--- src/rtl/rgmii_rx.sv ---
// RGMII receiver: DDR capture, preamble/SFD strip, header and FCS check, payload into a double-banked RAM.
// Payload write appears 1 cycle after each byte strobe; frm_ok comes at most 2 cycles after DV falls.
module rgmii_rx #(
    parameter logic [47:0] MAC     = 48'h5965239093d4,
    parameter logic [15:0] ETYPE   = 16'h1919,
    parameter int          PAYLOAD = 1024,
    parameter int          CNTW    = 16,
    localparam int         AW      = $clog2(PAYLOAD)
) (
    input  logic            clk125,
    input  logic            rst_n,
    input  logic            rxctl,
    input  logic [3:0]      rxd,
    output logic            wr_en,
    output logic [AW:0]     wr_ad,
    output logic [7:0]      wr_data,
    output logic            rdy_idx,
    output logic [15:0]     seq,
    output logic            frm_ok,
    output logic [CNTW-1:0] crc_err_cnt,
    output logic [CNTW-1:0] drop_cnt
);
    typedef enum logic [2:0] {S_IDLE, S_PRE, S_HDR, S_PAY, S_FCS, S_CHK, S_DROP} state_t;

    state_t          r_state;
    logic [3:0]      r_lo, r_hi;
    logic            r_dv, r_fctl;
    logic [3:0]      r_n;
    logic [AW-1:0]   r_k;
    logic [31:0]     r_crc;
    logic [15:0]     r_seq_tmp, r_seq;
    logic            r_bank, r_rdy, r_ok, r_wr_en;
    logic [AW:0]     r_wr_ad;
    logic [7:0]      r_wr_data;
    logic [CNTW-1:0] r_crc_err, r_drop;

    logic [7:0]      w_byte;
    logic            w_er, w_hdr_bad;
    logic [31:0]     w_crc_next;

    function automatic logic [31:0] crc_byte(input logic [31:0] c, input logic [7:0] b);
        logic [31:0] x;
        x = c ^ {24'h0, b};
        for (int i = 0; i < 8; i++)
            x = x[0] ? ((x >> 1) ^ 32'hEDB88320) : (x >> 1);
        return x;
    endfunction

    function automatic logic [CNTW-1:0] sat_inc(input logic [CNTW-1:0] v);
        return (&v) ? v : v + 1'b1;
    endfunction

    // Rising edge carries the low nibble and DV, falling edge the high nibble and DV^ER.
    always_ff @(posedge clk125 or negedge rst_n) begin
        if (!rst_n) begin
            r_lo <= 4'h0;
            r_dv <= 1'b0;
        end else begin
            r_lo <= rxd;
            r_dv <= rxctl;
        end
    end

    always_ff @(negedge clk125 or negedge rst_n) begin
        if (!rst_n) begin
            r_hi   <= 4'h0;
            r_fctl <= 1'b0;
        end else begin
            r_hi   <= rxd;
            r_fctl <= rxctl;
        end
    end

    assign w_byte     = {r_hi, r_lo};
    assign w_er       = r_dv & (r_dv ^ r_fctl);
    assign w_crc_next = crc_byte(r_crc, w_byte);

    always_comb begin
        w_hdr_bad = 1'b0;
        case (r_n)
            4'd0:  w_hdr_bad = (w_byte != MAC[7:0]);
            4'd1:  w_hdr_bad = (w_byte != MAC[15:8]);
            4'd2:  w_hdr_bad = (w_byte != MAC[23:16]);
            4'd3:  w_hdr_bad = (w_byte != MAC[31:24]);
            4'd4:  w_hdr_bad = (w_byte != MAC[39:32]);
            4'd5:  w_hdr_bad = (w_byte != MAC[47:40]);
            4'd12: w_hdr_bad = (w_byte != ETYPE[15:8]);
            4'd13: w_hdr_bad = (w_byte != ETYPE[7:0]);
            default: w_hdr_bad = 1'b0;
        endcase
    end

    always_ff @(posedge clk125 or negedge rst_n) begin
        if (!rst_n) begin
            r_state   <= S_IDLE;
            r_n       <= 4'd0;
            r_k       <= '0;
            r_crc     <= 32'hFFFFFFFF;
            r_seq_tmp <= 16'h0;
            r_seq     <= 16'h0;
            r_bank    <= 1'b0;
            r_rdy     <= 1'b0;
            r_ok      <= 1'b0;
            r_wr_en   <= 1'b0;
            r_wr_ad   <= '0;
            r_wr_data <= 8'h0;
            r_crc_err <= '0;
            r_drop    <= '0;
        end else begin
            r_ok    <= 1'b0;
            r_wr_en <= 1'b0;
            case (r_state)
                S_IDLE: if (r_dv) r_state <= (!w_er && w_byte == 8'h55) ? S_PRE : S_DROP;
                S_PRE: begin
                    if (!r_dv)                 r_state <= S_IDLE;
                    else if (w_er)             r_state <= S_DROP;
                    else if (w_byte == 8'hD5) begin
                        r_state <= S_HDR;
                        r_n     <= 4'd0;
                        r_crc   <= 32'hFFFFFFFF;
                    end else if (w_byte != 8'h55) r_state <= S_DROP;
                end
                S_HDR: begin
                    if (!r_dv) begin
                        r_drop  <= sat_inc(r_drop);
                        r_state <= S_IDLE;
                    end else if (w_er || w_hdr_bad) begin
                        r_state <= S_DROP;
                    end else begin
                        r_crc <= w_crc_next;
                        r_n   <= r_n + 4'd1;
                        if (r_n == 4'd14) r_seq_tmp[7:0] <= w_byte;
                        if (r_n == 4'd15) begin
                            r_seq_tmp[15:8] <= w_byte;
                            r_k             <= '0;
                            r_state         <= S_PAY;
                        end
                    end
                end
                S_PAY: begin
                    if (!r_dv) begin
                        r_drop  <= sat_inc(r_drop);
                        r_state <= S_IDLE;
                    end else if (w_er) begin
                        r_state <= S_DROP;
                    end else begin
                        r_crc     <= w_crc_next;
                        r_wr_en   <= 1'b1;
                        r_wr_ad   <= {r_bank, r_k};
                        r_wr_data <= w_byte;
                        r_k       <= r_k + 1'b1;
                        if (r_k == AW'(PAYLOAD - 1)) begin
                            r_n     <= 4'd0;
                            r_state <= S_FCS;
                        end
                    end
                end
                S_FCS: begin
                    if (!r_dv) begin
                        r_drop  <= sat_inc(r_drop);
                        r_state <= S_IDLE;
                    end else if (w_er) begin
                        r_state <= S_DROP;
                    end else begin
                        r_crc <= w_crc_next;
                        r_n   <= r_n + 4'd1;
                        if (r_n == 4'd3) r_state <= S_CHK;
                    end
                end
                S_CHK: begin
                    if (!r_dv) begin
                        // Residue of a correct frame with the FCS folded in.
                        if (r_crc == 32'hDEBB20E3) begin
                            r_ok   <= 1'b1;
                            r_seq  <= r_seq_tmp;
                            r_rdy  <= r_bank;
                            r_bank <= ~r_bank;
                        end else begin
                            r_crc_err <= sat_inc(r_crc_err);
                        end
                        r_state <= S_IDLE;
                    end else begin
                        r_state <= S_DROP;
                    end
                end
                S_DROP: if (!r_dv) begin
                    r_drop  <= sat_inc(r_drop);
                    r_state <= S_IDLE;
                end
                default: r_state <= S_IDLE;
            endcase
        end
    end

    assign wr_en       = r_wr_en;
    assign wr_ad       = r_wr_ad;
    assign wr_data     = r_wr_data;
    assign rdy_idx     = r_rdy;
    assign seq         = r_seq;
    assign frm_ok      = r_ok;
    assign crc_err_cnt = r_crc_err;
    assign drop_cnt    = r_drop;
endmodule

--- config.mk ---
export PLATFORM = sky130hd
export DESIGN_NAME = rgmii_rx
export DESIGN_NICKNAME = d
export VERILOG_FILES = /design/src/rtl/rgmii_rx.sv
export SDC_FILE = /design/constraint.sdc
export NUM_CORES = 1
export LEC_CHECK = 0
export CAP_MARGIN = 20
export CORE_MARGIN = 1
export CORE_UTILIZATION = 51
export CTS_CLUSTER_DIAMETER = 50
export DETAILED_ROUTE_END_ITERATION = 7
export PLACE_DENSITY = 0.79
export SLEW_MARGIN = 40
export SYNTH_ARGS = -nofsm -noshare
export SYNTH_HDL_FRONTEND = slang
export SYNTH_SLANG_ARGS = --single-unit
--- constraint.sdc ---
create_clock -name clk125 -period 3.2 [get_ports clk125]
set_input_delay 0.96 -clock clk125 [delete_from_list [all_inputs] [get_ports clk125]]
set_output_delay 0.96 -clock clk125 [all_outputs]
set_load 0.02 [all_outputs]
# == Yosys cells after proc, flatten, opt, wreduce, memory -nomap -nowiden ==
# Index checks and enable logic that the tools add are counted.
# classes
eq_ne,46
muxes,58
n_reduce_logical,23
n_bitwise,18
add_sub_neg,4
# ops
cell,n
32-bit two-way mux,15
13-bit NOT with 14-bit output,8
32-bit case mux with 3 select lines,1
3-bit two-way mux,17
10-bit two-way mux,5
4-bit two-way mux,10
16-bit by 1-bit adder with 16-bit output (second input constant),2
32-bit equality test (second input constant),1
16-bit AND reduction,2
32-bit by 8-bit bitwise XOR with 32-bit output,1
2-bit != test (second input constant),14
8-bit by 7-bit != test with 1-bit output (second input constant),3
8-bit != test (second input constant),3
3-bit case mux with 7 select lines,1
10-bit case mux with 2 select lines,1
4-bit equality test (second input constant),4
4-bit case mux with 4 select lines,1
4-bit != test (second input constant),3
4-bit AND reduction,3
6-bit AND reduction,2
11-bit AND reduction,1
10-bit by 1-bit adder with 10-bit output (second input constant),1
10-bit equality test (second input constant),1
3-bit equality test (second input constant),3
29 further kinds,46
# word_totals
out_inout_bits,70
input_bits,7
regBits,146
word_cells,168

# == Longest topological paths before layout ==
# depth
depth_word,20
depth_mapped,12
ltp_nobuf,10

==> metrics.txt <==
Die Wd=between 100 and 150 µm; GR Util met1=36.0%; number of global-route vias before repair=5,810; final max-slew violation count=0; root buf cell=clkbuf_16; Top Usage Layer GRT=met2; Async S/R FF share, synth=100%; P&R area growth vs syn=35.7%; IO Pins=just under 80; placed cells=roughly 970; routability cong.=between 0.9 and 1; post-synth net total=693; clk_skew=roughly 0.032 ns; Initial Utilization=52.1%; Via density=5.88; CP Data Arrival Time=approximately 4.2 ns; first-pass GRT wire length=29.7 mm; Main synth FF type=dfrtp_1; dpl ws=-0.612 ns; Detailed Route WL=approximately 20 mm; RSZ-0062 raised after global routing=true; Worst-path clk slew=0.06 ns; global-route total usage across every layer=a little over a quarter; die footprint=about 0.015 mm²; PortBufs=76; VDD IR-drop max=approximately 0.53 mV; Final ANT Viol Nets=0; core footprint=0.0138 mm²; CTS Buf Count=17; Yosys top cell by area=dfrtp_1; Seq/Total Area, Yosys=51.2%; Die H=121 µm; met3 usage=5.31%; First-pass DRT Iterations=5; most frequent cells in the layout=109 x dfrtp_1, 84 x nand2_1, 75 x clkdlybuf4s50_1, 71 x xnor2_1; Finished Cell Area=0.00978 mm²; share of cells above drive strength 1=27.0%; worst rel slew slack=47.2%; Slew @ Worst Pin=roughly 0.79 ns; Cells after Synth=about 680; Min-Delay Path Class=in -> async; CP Data Required Time=between 3 and 4 ns; commonest non-fill, non-tap cell in the layout=dfrtp_1; MaxCap Viol Count=0; CP max FO=5; largest net degree at the start of global routing=70; DR iter-0 viols=496; hpwl dp=about 12 mm; Util after Layout=between 70% and 80%; Filler cells=875; R2R Setup Slk=-0.67 ns; Pleak=4.20 nW; EDFF count, synth=0; clock buffer depth=2; CP endpoint kind=register; WS Path Type=reg -> reg; number of diodes=0; WL per Instance=around 19 µm; Cell Area, Placed=0.00864 mm²; crit start category=register; Layout Cells excl Fill=1,022; DR vias=6,008; antenna violations before repair=0; Synth Cell Area=roughly 0.0072 mm²; Sink Count=146; Post-Syn Area per Cell=10.6 µm²; endpoints failing setup=84; failing checks=negative setup slack; Synth top area share=37.8%; final hold violations=0; Rows=43; CTS tree=built; Remaining Overflow, GRT=0; synthesis warning total=0; synth unique cells=66; Area contributors post-synth=dfrtp_1 38%, dfstp_2 12%, xnor2_1 8.7%; # H-tree levels=4; hold_buf cts=0; Final Hold Slack=0.369 ns; Yosys reg bits=about 150; # nets final=843; Global Route met2 Usage=41.6%; PnR worst setup slack=-0.673 ns; status=complete, but fails checks; pwr dens=870 mW/mm²; Skew-Pair Late Insertion Delay=0.43 ns; DRC=0
[report_power, final]
| part | internal [mW] | switching (mW) |
|---|---|---|
| combinational | 1.91 | 2.00 |
| clock | 1.11 | 0.785 |
| sequential | 2.28 | 0.417 |
| total | 5.30 | 3.21 |
[path summary, 6_finish.rpt]
check,start,to,depth (start not counted)
worst max-delay path,r_hi[2]$_DFF_NN0_,r_seq_tmp[10]$_DFFE_PN0P_,8
worst min-delay path,rst_n,crc_err_cnt[11]$_DFFE_PN0P_,1
max in group asynchronous,rst_n,r_hi[3]$_DFF_NN0_,1
worst min register to register,seq[14]$_DFFE_PN0P_,seq[14]$_DFFE_PN0P_,2
min in group clk125,seq[14]$_DFFE_PN0P_,seq[14]$_DFFE_PN0P_,2
worst max register to register,r_hi[2]$_DFF_NN0_,r_seq_tmp[10]$_DFFE_PN0P_,8
[registers in the layout, summed over array words and instances, names as in the netlist, 8 cells and up]
name,flops
r_k,10
r_crc,32
r_seq_tmp,16
drop_cnt,16
wr_data,8
seq,16
wr_ad,11
crc_err_cnt,16
[per-layer routing]
metal	up-vias	routed length [µm]	share of wire, %
met5	-	0	0
met3	55	1370	7.0
li1	2680	-	-
met1	2994	8000	41
met4	0	469	2.4
met2	279	9710	50
[worst max-delay path, cell delays in order (launching register included)]
cell     delay [ns]
dfrtn_1        0.45
buf_6          0.12
xor2_1         0.13
nand2_1        0.11
o31ai_4        0.39
nand4_2        0.20
buf_6          0.19
or2_4          0.27
mux2_4         0.31
[final cells by class]
cell class | instances | area, µm² | share of cell area, %
Tap cell | 180 | 225 | 2.30
Multi-Input combinational cell | 494 | 3680 | 37.6
Inverter | 12 | 45.0 | 0.460
Clock inverter | 11 | 105 | 1.07
Clock buffer | 21 | 460 | 4.71
Sequential cell | 146 | 3690 | 37.8
Timing Repair Buffer | 158 | 1580 | 16.1
[cells in the mapped netlist, drive strengths merged (16+ instances only)]
master	instances
a21oi	17
a31oi	39
clkbuf	17
dfrtp	109
dfstp	32
mux2	40
nand2	86
nand3	16
nor2	58
xnor2	72
xor2	33
[repair_timing]
action / 4_1_cts / 5_1_grt
setup buffers: 13 / 6
setup endpoints to repair: 84 / 84
gates resized for setup: 45 / 43
gates cloned: 4 / 1
pin swaps: 6 / 14
[stage by stage]
| step | total power [mW] | TNS, ns |
|---|---|---|
| after floorplan | 5.04 | -31.16 |
| after global routing | 8.96 | -45.47 |
| final | 8.51 | -38.66 |
| after CTS | 8.42 | -33.38 |
| after global placement | 6.18 | -29.17 |
| after detailed placement | 6.30 | -36.53 |
[cells by family after synthesis]
family	after synthesis	synth area share, %
AOI/OAI and AO/OA	99	9.06
xor gates and xnor gates	105	12.8
adders and majority gates	7	1.21
buffers and inverters	40	2.34
DFF	146	51.2
muxes	43	7.08
and+or+nand+nor	239	16.3
(Power assumes the default switching activity.)
